### config.mk
export PLATFORM = sky130hd
export DESIGN_NAME = pipeline_hazard_ctrl
export DESIGN_NICKNAME = d
export VERILOG_FILES = /design/src/rtl/pipeline_hazard_ctrl.sv
export SDC_FILE = /design/constraint.sdc
export NUM_CORES = 1
export LEC_CHECK = 0
export CORE_MARGIN = 3
export CORE_UTILIZATION = 39
export DETAILED_ROUTE_END_ITERATION = 10
export HOLD_SLACK_MARGIN = 0.08
export PLACE_DENSITY = 0.76
export SYNTH_ARGS = -nofsm -noshare
export SYNTH_HDL_FRONTEND = slang
export SYNTH_SLANG_ARGS = --single-unit
### constraint.sdc
create_clock -name clock -period 2.2 [get_ports clock]
set_input_delay 0.44 -clock clock [delete_from_list [all_inputs] [get_ports clock]]
set_output_delay 0.44 -clock clock [all_outputs]
set_load 0.1 [all_outputs]
### src/rtl/pipeline_hazard_ctrl.sv
// pipeline_hazard_ctrl: load-use / multi-cycle stall and branch flush controller with registered outputs
module pipeline_hazard_ctrl #(
  parameter int REG_W = 3,
  parameter int MULTI_CYCLES = 2,
  parameter int FLUSH_CYCLES = 1,
  parameter logic [REG_W-1:0] BRANCH_REG = 3'b111
) (
  input  logic             clock,
  input  logic             reset,
  input  logic [REG_W-1:0] id_rs_addr,
  input  logic [REG_W-1:0] id_rt_addr,
  input  logic             ex_mem_read,
  input  logic [REG_W-1:0] ex_write_reg,
  input  logic             wb_reg_write,
  input  logic [REG_W-1:0] wb_write_reg,
  input  logic             multi_op,
  input  logic             branch_taken,
  input  logic             jump,
  output logic             stall_ctrl,
  output logic             flush_ctrl,
  output logic             branch_flag,
  output logic [1:0]       stall_cause,
  output logic [3:0]       remain
);
  typedef enum logic [2:0] {IDLE, LOAD_STALL, MULTI_STALL, RELEASE, FLUSH} state_t;
  state_t state, nxt_state;
  logic [3:0] nxt_cnt;
  logic flush_req, load_use;
  assign flush_req = branch_taken | jump;
  assign load_use = ex_mem_read & ((ex_write_reg == id_rs_addr) | (ex_write_reg == id_rt_addr));
  // next state and counter; flush preempts everything, remain doubles as the counter
  always_comb begin
    nxt_state = IDLE;
    nxt_cnt = '0;
    if (flush_req) begin
      nxt_state = FLUSH;
      nxt_cnt = 4'(FLUSH_CYCLES);
    end else begin
      case (state)
        IDLE, RELEASE: begin
          if (load_use) begin
            nxt_state = LOAD_STALL;
            nxt_cnt = 4'd1;
          end else if (multi_op && state == IDLE) begin
            nxt_state = MULTI_STALL;
            nxt_cnt = 4'(MULTI_CYCLES);
          end
        end
        MULTI_STALL: begin
          nxt_state = remain > 4'd1 ? MULTI_STALL : RELEASE;
          nxt_cnt = remain > 4'd1 ? remain - 4'd1 : 4'd0;
        end
        FLUSH: begin
          nxt_state = remain > 4'd1 ? FLUSH : IDLE;
          nxt_cnt = remain > 4'd1 ? remain - 4'd1 : 4'd0;
        end
        default: ;
      endcase
    end
  end
  // state register with outputs decoded from the next state so they are registered
  always_ff @(posedge clock) begin
    if (reset) begin
      state <= IDLE;
      remain <= '0;
      stall_ctrl <= 1'b0;
      flush_ctrl <= 1'b0;
      stall_cause <= 2'b00;
    end else begin
      state <= nxt_state;
      remain <= nxt_cnt;
      stall_ctrl <= nxt_state == LOAD_STALL || nxt_state == MULTI_STALL;
      flush_ctrl <= nxt_state == FLUSH;
      stall_cause <= nxt_state == FLUSH ? 2'b11 : nxt_state == MULTI_STALL ? 2'b10 :
                     nxt_state == LOAD_STALL ? 2'b01 : 2'b00;
    end
  end
  // write-back to the branch register flag, independent of the stall FSM
  always_ff @(posedge clock) begin
    if (reset) branch_flag <= 1'b0;
    else branch_flag <= wb_reg_write && wb_write_reg == BRANCH_REG;
  end
endmodule
==> impl_results.md, run 1 <==
- Status: completed
- Crit path launch type: flop
- FFs w/ async S/R, synth: 0%
- Syn Inst Count: 70
- Met3 Resource Use GR: 4.74%
- Yosys warnings: 0
- Met1 Use GR: 16.7%
- Tot Pwr: 0.566 mW
- # nets final: 122
- EDFF count, synth: 0
- I/O pin total: 28
- Initial antenna violation count: 0
- Crit path buf inv count: 1
- Core area: 1400 um2
- CP Data Required Time: 2.41 ns
- Reg2reg start: remain[0]
- Total wire length: 1450 um
- Min cycle time layout: 1.75 ns
- Reg2reg end: stall_cause[1]
- Slew margin rel.: 63.2%
- R2R setup slack: 0.45 ns
- Max Cap Viol: 0
- Synth unique cells: 26
- Grt ovf: 0
- GRT Total Usage: 15.7%
- Syn_nets: 91
- Final Hold Viols: 0
- DP HPWL: 1200 um
- Clock Tree Root: clkbuf_4
- Max Fclk: 571 MHz
- CTS buffer count: 3
- Longest Clk Path Bufs: 2
- Post-route setup TNS: 0 ns
- Htree depth: 1
- HP Class: flop to flop
- CTS hold repair buffers: 0
- Initial drt markers: 6
- Postcts setup bufs: 0
- Clk_lat worst skew: 0.27 ns
- Main flop type after synthesis: dfxtp_1
- Number of global-route vias before repair: 568
- Layout cells sized above 1: 20.0%
- DR vias/cell: 5.37
- CTS tree: done
- Max FO, Critical Path: 5
- Final Cycle Share: 79.6%
- Drt wl/cell: 12.6 um
- Final Slew Violations: 0
- Sequential fraction of the synthesis area: 38.5%
- Synthesized area per cell: 8.92 um2
- Clock Skew: 0.00195 ns
- Synth Register Bits: 12
- CTS sink cnt: 12
- Antenna-violating nets left: 0
- Final Util: 65.9%
- Diode count: 0
- Die X-Extent: 46.0 um
- Gr busiest metal: met2
- GP Congestion: 0.816
- Cell Rows: 13
- PortBufs: 27
- Peak supply drop: 0.268 mV
- Setup violators final: 0
- Met2 Usage GRT: 27.2%
- P&R area growth vs syn: 47.7%
- Largest net degree at the start of global routing: 10
- DRC errors left: 0
- Reg clk slew, reported paths: 0.07 ns
- Hold depth: 2
- Worst-Margin Slew: 0.548 ns
- Static Leak: 0.362 nW
- DR vias: 618
- Critical path data arrival time: 1.96 ns
- Die Span Y: 46.0 um
- Post_cts resized: 0
- Pwr per Cell Area: 614 nW/um2
- Total iterations of the first detailed-routing run: 4
- R2R cell count: 7
- CP max-delay cell: or4b_4
- Slowest stage delay, CP: 0.52 ns
- Critical Path, Cell by Cell: inv_1 -> ha_1 -> nor2_1 -> nor3_1 -> or4b_4 -> a21oi_4 -> nand2b_1
- First-pass GRT wire length: 2310 um
- Cell family with most CP delay: simple AND/OR/NAND/NOR gates
- Critical path class: flop to flop
- Setup crit end kind: flop
- Synthesized cell area: 624 um2
- Initial Util: 44.6%
- Hold Crit Start: remain[0]
- Fillers: 129
- Hold path endpoint: remain[0]
- Area of the die: 2120 um2
- Unrepaired setup endpoints after global routing: no
[synthesized netlist by cell type (3+ instances only)]
| cell | instances | area share [%] |
|---|---|---|
| a21oi_1 | 4 | 3.2 |
| dfxtp_1 | 12 | 38 |
| inv_1 | 3 | 1.8 |
| nand2_1 | 5 | 3.0 |
| nor2_1 | 8 | 4.8 |
| nor3_1 | 5 | 4.0 |
| o211ai_1 | 3 | 3.6 |
| xnor2_1 | 7 | 9.8 |
[kinds of logic (layout without fill, tap and decap cells)]
| kind of cell | after synthesis | after routing | synth area share [%] |
|---|---|---|---|
| compound gates | 16 | 16 | 20.0 |
| buf+inv | 5 | 35 | 4.21 |
| fa+ha+maj | 2 | 2 | 4.01 |
| xor+xnor | 7 | 7 | 9.82 |
| simple gates | 28 | 28 | 23.4 |
| flops | 12 | 12 | 38.5 |
[cell type report]
class / count / area [um2] / share of cell area (%)
flip-flops and latches: 12 / 243 / 26.3
inverters: 3 / 11.3 / 1.22
well taps: 15 / 18.8 / 2.04
clock buffers: 4 / 36.3 / 3.93
multi-input cells: 53 / 358 / 38.8
repair buffers: 28 / 255 / 27.7
[power by group]
part / internal [mW] / switching (mW) / leakage, nW
Combinational: 0.0635 / 0.0942 / 0.242
Sequential: 0.227 / 0.00880 / 0.0993
Clock: 0.100 / 0.0722 / 0.0210
[how the worst max path moves through the flow]
stage / from / endpoint / slack (ns) / cells after the start
2_1_floorplan: remain[2] / stall_cause[1] / 0.15 / 4
3_3_place_gp: ex_write_reg[0] / remain[1] / 0.32 / 6
3_5_place_dp: ex_write_reg[0] / remain[1] / 0.30 / 6
4_1_cts: remain[0] / stall_cause[1] / 0.43 / 7
5_1_grt: remain[0] / stall_cause[1] / 0.34 / 7
6_report: remain[0] / stall_cause[1] / 0.45 / 7
[worst register-to-register path: stages (launching register included)]
cell and delay, ns:
dfxtp_2 0.37, inv_1 0.05, ha_1 0.22, nor2_1 0.12
nor3_1 0.10, or4b_4 0.52, a21oi_4 0.18, nand2b_1 0.13
[stage by stage]
stage,area (um2),std cells,hold slack (ns),worst slack (ns)
2_1_floorplan,627,70,0.495,0.146
3_3_place_gp,886,111,0.553,0.316
3_5_place_dp,886,111,0.563,0.303
4_1_cts,922,115,0.577,0.430
5_1_grt,922,115,0.611,0.338
6_report,922,115,0.583,0.450
[cell usage in the layout (no fill, tap or decap), types with 2 or more instances in the layout]
cell              n
clkbuf_4          3
dfxtp_2           2
or3_1             2
nand2_1           5
dfxtp_1          10
o211ai_1          3
nor3_1            5
clkdlybuf4s50_1  18
o2111ai_1         2
xnor2_1           7
inv_1             3
a21oi_1           4
buf_4            10
nor2_1            8
ha_1              2
and2_1            2
[per-layer routing]
metal	vias up	routed length [um]
li1	313	-
met1	285	636
met5	-	0
met2	18	730
met4	0	17
met3	2	62
[registers in the layout, indices dropped and copies added (netlist names)]
name         flops
flush_ctrl       1
stall_ctrl       1
remain           4
state            3
branch_flag      1
stall_cause      2
No activity file was read; power rests on OpenSTA's default activity.
==> inputs of run 2 (changes only) <==
CORE_UTILIZATION = 36   (was 39)
PLACE_DENSITY = 0.74   (was 0.76)
clock period = 1.42 ns   (was 2.2 ns; I/O delays follow)
==> impl_results.md, run 2 (synthesized netlist as in run 1, its figures left out) <==
- # nets final: 138 (+13%)
- Worst-Margin Slew: 0.254 ns (-0.293 ns)
- Layout cells sized above 1: 44.8% (+25 points)
- Unrepaired setup endpoints after global routing: yes
- Most common cell after layout, fill and taps aside: buf_4
- Worst setup margin: -0.133 ns (-0.583 ns)
- Met1 Use GR: 16.7% (+0.038 points)
- Final Hold Viols: 0 (unchanged)
- DP HPWL: 1390 um (+16%)
- Area of the die: 2270 um2 (+7.2%)
- Clk_lat worst skew: 0.27 ns (about the same)
- Max reg flops: 4 (unchanged)
- First-pass GRT wire length: 2480 um (+7.5%)
- Post-route setup TNS: -0.627 ns (-0.627 ns)
- Static Leak: 0.534 nW (+47%)
- Htree depth: 1 (unchanged)
- Largest reg by FF count: remain
- Critical path data arrival time: 1.77 ns (-0.19 ns)
- Failing checks: setup timing
- CTS sink cnt: 12 (unchanged)
- Core area: 1580 um2 (+13%)
- Cells after DPL: 126 (+14%)
- Setup violators final: 7 (+7)
- Min cycle time layout: 1.55 ns (-0.197 ns)
- PortBufs: 27 (unchanged)
- Dpl ws: -0.289 ns (-0.592 ns)
- Placement Cell Area: 1150 um2 (+30%)
- Met3 Resource Use GR: 3.38% (-1.4 points)
- CTS tree: done
- Design area: 1260 um2 (+37%)
- Grt ovf: 0 (unchanged)
- Initial drt markers: 20 (+14)
- Max Fclk: 644 MHz (+13%)
- Most frequent cells in the layout: 16 x buf_4, 13 x clkdlybuf4s50_1, 9 x buf_12
- GP Congestion: 0.820 (+0.50%)
- CP Data Required Time: 1.64 ns (-0.77 ns)
- Number of global-route vias before repair: 658 (+16%)
- Pwr per Cell Area: 739 nW/um2 (+20%)
- Gr busiest metal: met2
- Status: complete, but fails checks
- Clock Skew: 0.000581 ns (-0.00137 ns)
- P&R area growth vs syn: 103%
- CTS buffer count: 3 (unchanged)
- Diode count: 0 (unchanged)
- Peak supply drop: 0.582 mV (+120%)
- Drt wl/cell: 13.0 um (+3.2%)
- GRT Total Usage: 16.1% (+0.41 points)
- Slew margin rel.: 82.8% (+20 points)
- Max FO, Critical Path: 3 (-2)
- Final std cells w/o fill: 132 (+15%)
- Final Cycle Share: 109% (+30 points)
- Final Slew Violations: 0 (unchanged)
- Setup crit end kind: flop
- Antenna-violating nets left: 0 (unchanged)
- CTS hold repair buffers: 0 (unchanged)
- Total iterations of the first detailed-routing run: 4 (unchanged)
- I/O pin total: 28 (unchanged)
- Clock Tree Root: clkbuf_4
- Met2 Usage GRT: 29.4% (+2.2 points)
- Cell Rows: 14 (+1)
- Crit path launch type: flop
- Die X-Extent: 47.6 um (+3.6%)
- Initial Util: 39.6% (-5.0 points)
- DR vias: 679 (+9.9%)
- Die Span Y: 47.6 um (+3.6%)
- DR vias/cell: 5.14 (-4.3%)
- HP Class: primary input to flop
- Critical path class: flop to flop
- Max Cap Viol: 0 (unchanged)
- Initial antenna violation count: 0 (unchanged)
- Total wire length: 1710 um (+18%)
- Biggest regs: remain (4), state (3), stall_cause (2)
- Largest net degree at the start of global routing: 8 (-2)
- Longest Clk Path Bufs: 2 (unchanged)
- DRC errors left: 0 (unchanged)
- Reg clk slew, reported paths: 0.07 ns (about the same)
==> run 2: cell count changes in the layout (fill, tap and decap cells not counted), sizes merged <==
cell,previous run,this run
dlymetal6s2s,0,5
clkdlybuf4s50,18,13
buf,10,26
==> run 2: path summary, 6_finish.rpt <==
path | end | slack (ns) | cells after the start | startpoint
worst max-delay path | stall_cause[1] | -0.13 | 7 | remain[0]
worst min register to register | state[1] | 0.57 | 1 | state[0]
worst max register to register | stall_cause[1] | -0.13 | 7 | remain[0]
worst min-delay path | branch_flag | 0.55 | 3 | wb_write_reg[0]
==> run 2: layout make-up <==
type | instances | area [um2]
Sequential cell | 12 | 250
Inverter | 3 | 13.8
Clock buffer | 4 | 26.3
Tap cell | 16 | 20.0
Fill cell | 103 | 312
Timing Repair Buffer | 44 | 504
Multi-Input combinational cell | 53 | 450
==> run 2: critical path: stages (launching register included) <==
cell,delay [ns]
dfxtp_4,0.38
inv_2,0.05
ha_4,0.16
nor2_4,0.07
nor3_2,0.05
or4b_4,0.51
a21oi_4,0.16
nand2b_1,0.12
==> run 2: repair_timing <==
action / in CTS / in global routing
cloned: 0 / 0
pin swaps: 2 / 5
setup endpoints to repair: 7 / 11
resized for setup: 1 / 16
buffers inserted: 0 / 2
==> run 2: stage by stage <==
stage	utilization (%)	hold slack [ns]	total power, mW
final	80.2	0.550	0.935
after global routing	80.2	0.548	0.990
after CTS	74.8	0.537	0.928
after detailed placement	72.8	0.546	0.692
after global placement	72.8	0.533	0.686
after floorplan	-	0.343	0.535
==> run 2: power breakdown <==
part	internal, mW	total [mW]	leakage [nW]	switching (mW)
sequential	0.350	0.365	0.101	0.0154
combinational	0.170	0.347	0.418	0.176
clock	0.109	0.223	0.0150	0.114
total	0.629	0.935	0.534	0.306
==> run 2: per-layer routing <==
metal,part of all wire (%),vias up,wire (um)
li1,-,347,-
met1,42,307,714
met2,54,23,931
met3,3.5,2,60
met4,0.47,0,8
met5,0,-,0
==> RTL change (config.mk and constraints of run 1) <==
Re-encode `state_t` (5 states) as one-hot, 5 bits wide.
--- a/src/rtl/pipeline_hazard_ctrl.sv
+++ b/src/rtl/pipeline_hazard_ctrl.sv
@@ -23,5 +23,5 @@
   output logic [3:0]       remain
 );
-  typedef enum logic [2:0] {IDLE, LOAD_STALL, MULTI_STALL, RELEASE, FLUSH} state_t;
+  typedef enum logic [4:0] {IDLE = 5'b00001, LOAD_STALL = 5'b00010, MULTI_STALL = 5'b00100, RELEASE = 5'b01000, FLUSH = 5'b10000} state_t;
   state_t state, nxt_state;
   logic [3:0] nxt_cnt;
Formal check against the unedited RTL: same outputs for any inputs over 10 cycles, from zero or initial values and one cycle with reset high; not proved beyond that.
==> RTL change against run 1 <==
Hold slack got worse by 22 ps. Sequential cell count increased by 2. Power increased by 9.0%. Non-clock buffer count unchanged. Worst setup slack improved by 160 ps. Area after synthesis increased by 17%. Via count increased by 9.9%. Wire length increased by 5.4%. Global-route usage decreased by 1.6 points. Design area increased by 12%. Critical path type unchanged.
==> RTL change: results (changes against run 1) <==
** CTS
- The clock transition at the registers of the reported paths is 90 ps (was 70 ps).
- H-tree level count :: 1 (unchanged)
- At the later pin of the worst-skew pair, clock insertion delay measures about 280 ps.

** Drt
- The detailed-route via count is 679 (was 618).
- The count of routing violations after the opening detailed-route iteration came to 5 (was 6).
- Routed wire length :: 1.53 mm (was 1.45 mm)
- The average wire per cell in the routed design came to 11.0 µm (was 12.6 µm).
- The length of the first detailed-routing pass in iterations came to 4 (unchanged).

** Synthesis
- The average instance area after synthesis came to 8.68 µm² (was 8.92 µm²).
- Cell variety after synth :: 32 (was 26)
- Main area contributors after synthesis :: sky130_fd_sc_hd__dfxtp_1, sky130_fd_sc_hd__xnor2_1, sky130_fd_sc_hd__nor2_1 (unchanged)
- The share of the yosys chip area belonging to registers is 0.384 (was 0.385).
- Commonest cells in the synthesized netlist :: sky130_fd_sc_hd__dfxtp_1, sky130_fd_sc_hd__nor2_1, sky130_fd_sc_hd__nand2_1 (was sky130_fd_sc_hd__dfxtp_1, sky130_fd_sc_hd__nor2_1, sky130_fd_sc_hd__xnor2_1)
- Nets in the synthesized netlist :: 105 (was 91)

** Status
- Outcome: complete, no violations (unchanged).

** Setup path
- Worst endpoint data arrival time :: 1800 ps (was 1960 ps)
- The largest fanout on the critical path was 5 (unchanged).

** Placed design
- The final estimated routing congestion in global placement is 0.774 (was 0.816).
- The HPWL after detailed placement came to 1.26 mm (was 1.20 mm).

** STA
- Transition time at the pin with the least slew margin :: 385 ps (was 548 ps)

** Finish
- Largest registers ranked by flip-flop count: state: 5 flops, remain: 4 flops, stall_cause: 2 flops (was remain: 4 flops, state: 3 flops, stall_cause: 2 flops).
- Number of inserted filler cells in the final layout :: 165 (was 129)
- The share of layout cells above drive strength 1 is 0.193 (was 0.200).

** Power and ir drop
- The worst-case vdd ir drop is 0.291 mV (was 0.268 mV).
- The static leakage was 0.000394 µW (was 0.000362 µW).

** GRT
- Wire length of the first global-routing pass :: 2.58 mm (was 2.31 mm)
- The pin count of the biggest net entering global routing is 9 (was 10).
- Global router's overall resource usage :: 0.141 (was 0.157)
- Via count of the first global-routing pass :: 661 (was 568)
==> RTL change: worst paths after layout <==
| kind | end | slack [ps] | from | cells after the start |
|---|---|---|---|---|
| setup / recovery | remain[1] | 610 | remain[0] | 7 |
| hold / removal | state[0] | 560 | state[1] | 2 |
| setup reg to reg | remain[1] | 610 | remain[0] | 7 |
| hold reg to reg | state[0] | 560 | state[1] | 2 |
==> RTL change: power by group <==
group | internal, µW | switching, µW
clock | 101 | 84.8
sequential | 263 | 7.36
combinational | 68.6 | 92.0
total | 433 | 184
==> RTL change: layout make-up <==
| type | count | share of cell area |
|---|---|---|
| tap | 25 | 0.0302 |
| multi-input combinational | 66 | 0.411 |
| clock buffer | 4 | 0.0350 |
| inverter | 2 | 0.00725 |
| sequential | 14 | 0.271 |
| timing repair buffer | 28 | 0.246 |
==> RTL change: worst max-delay path, stage by stage (launching register included) <==
cell	delay [ps]
sky130_fd_sc_hd__dfxtp_1	410
sky130_fd_sc_hd__inv_1	60
sky130_fd_sc_hd__ha_1	220
sky130_fd_sc_hd__nor2_1	190
sky130_fd_sc_hd__o31a_2	180
sky130_fd_sc_hd__o21ai_2	80
sky130_fd_sc_hd__or2_1	210
sky130_fd_sc_hd__a21oi_1	150
==> RTL change: routing by layer <==
metal / vias to the layer above / track usage / wire length [µm]
li1: 353 / - / -
met1: 300 / 0.150 / 648
met2: 23 / 0.239 / 768
met3: 3 / 0.0275 / 79
met4: 0 / 0.114 / 29
met5: - / 0 / 0
==> RTL change: cell families after synthesis <==
family          count (synthesis)  share of synthesized area
buf+inv                         4                     0.0326
xor+xnor                        5                     0.0600
flops                          14                      0.384
compound gates                 21                      0.206
mux                             1                     0.0137
simple gates                   37                      0.269
fa+ha+maj                       2                     0.0343
==> RTL change: metrics by stage <==
stage / utilization / total power (µW) / hold WS [ps] / setup WS, ps / cell area [µm²]
CTS: 0.594 / 625 / 563 / 608 / 1040
global route: 0.594 / 646 / 631 / 492 / 1040
finish: 0.594 / 617 / 561 / 612 / 1040
detailed placement: 0.573 / 438 / 546 / 346 / 1000
floorplan: - / 383 / 525 / 82.5 / 729
global placement: 0.573 / 436 / 545 / 358 / 1000
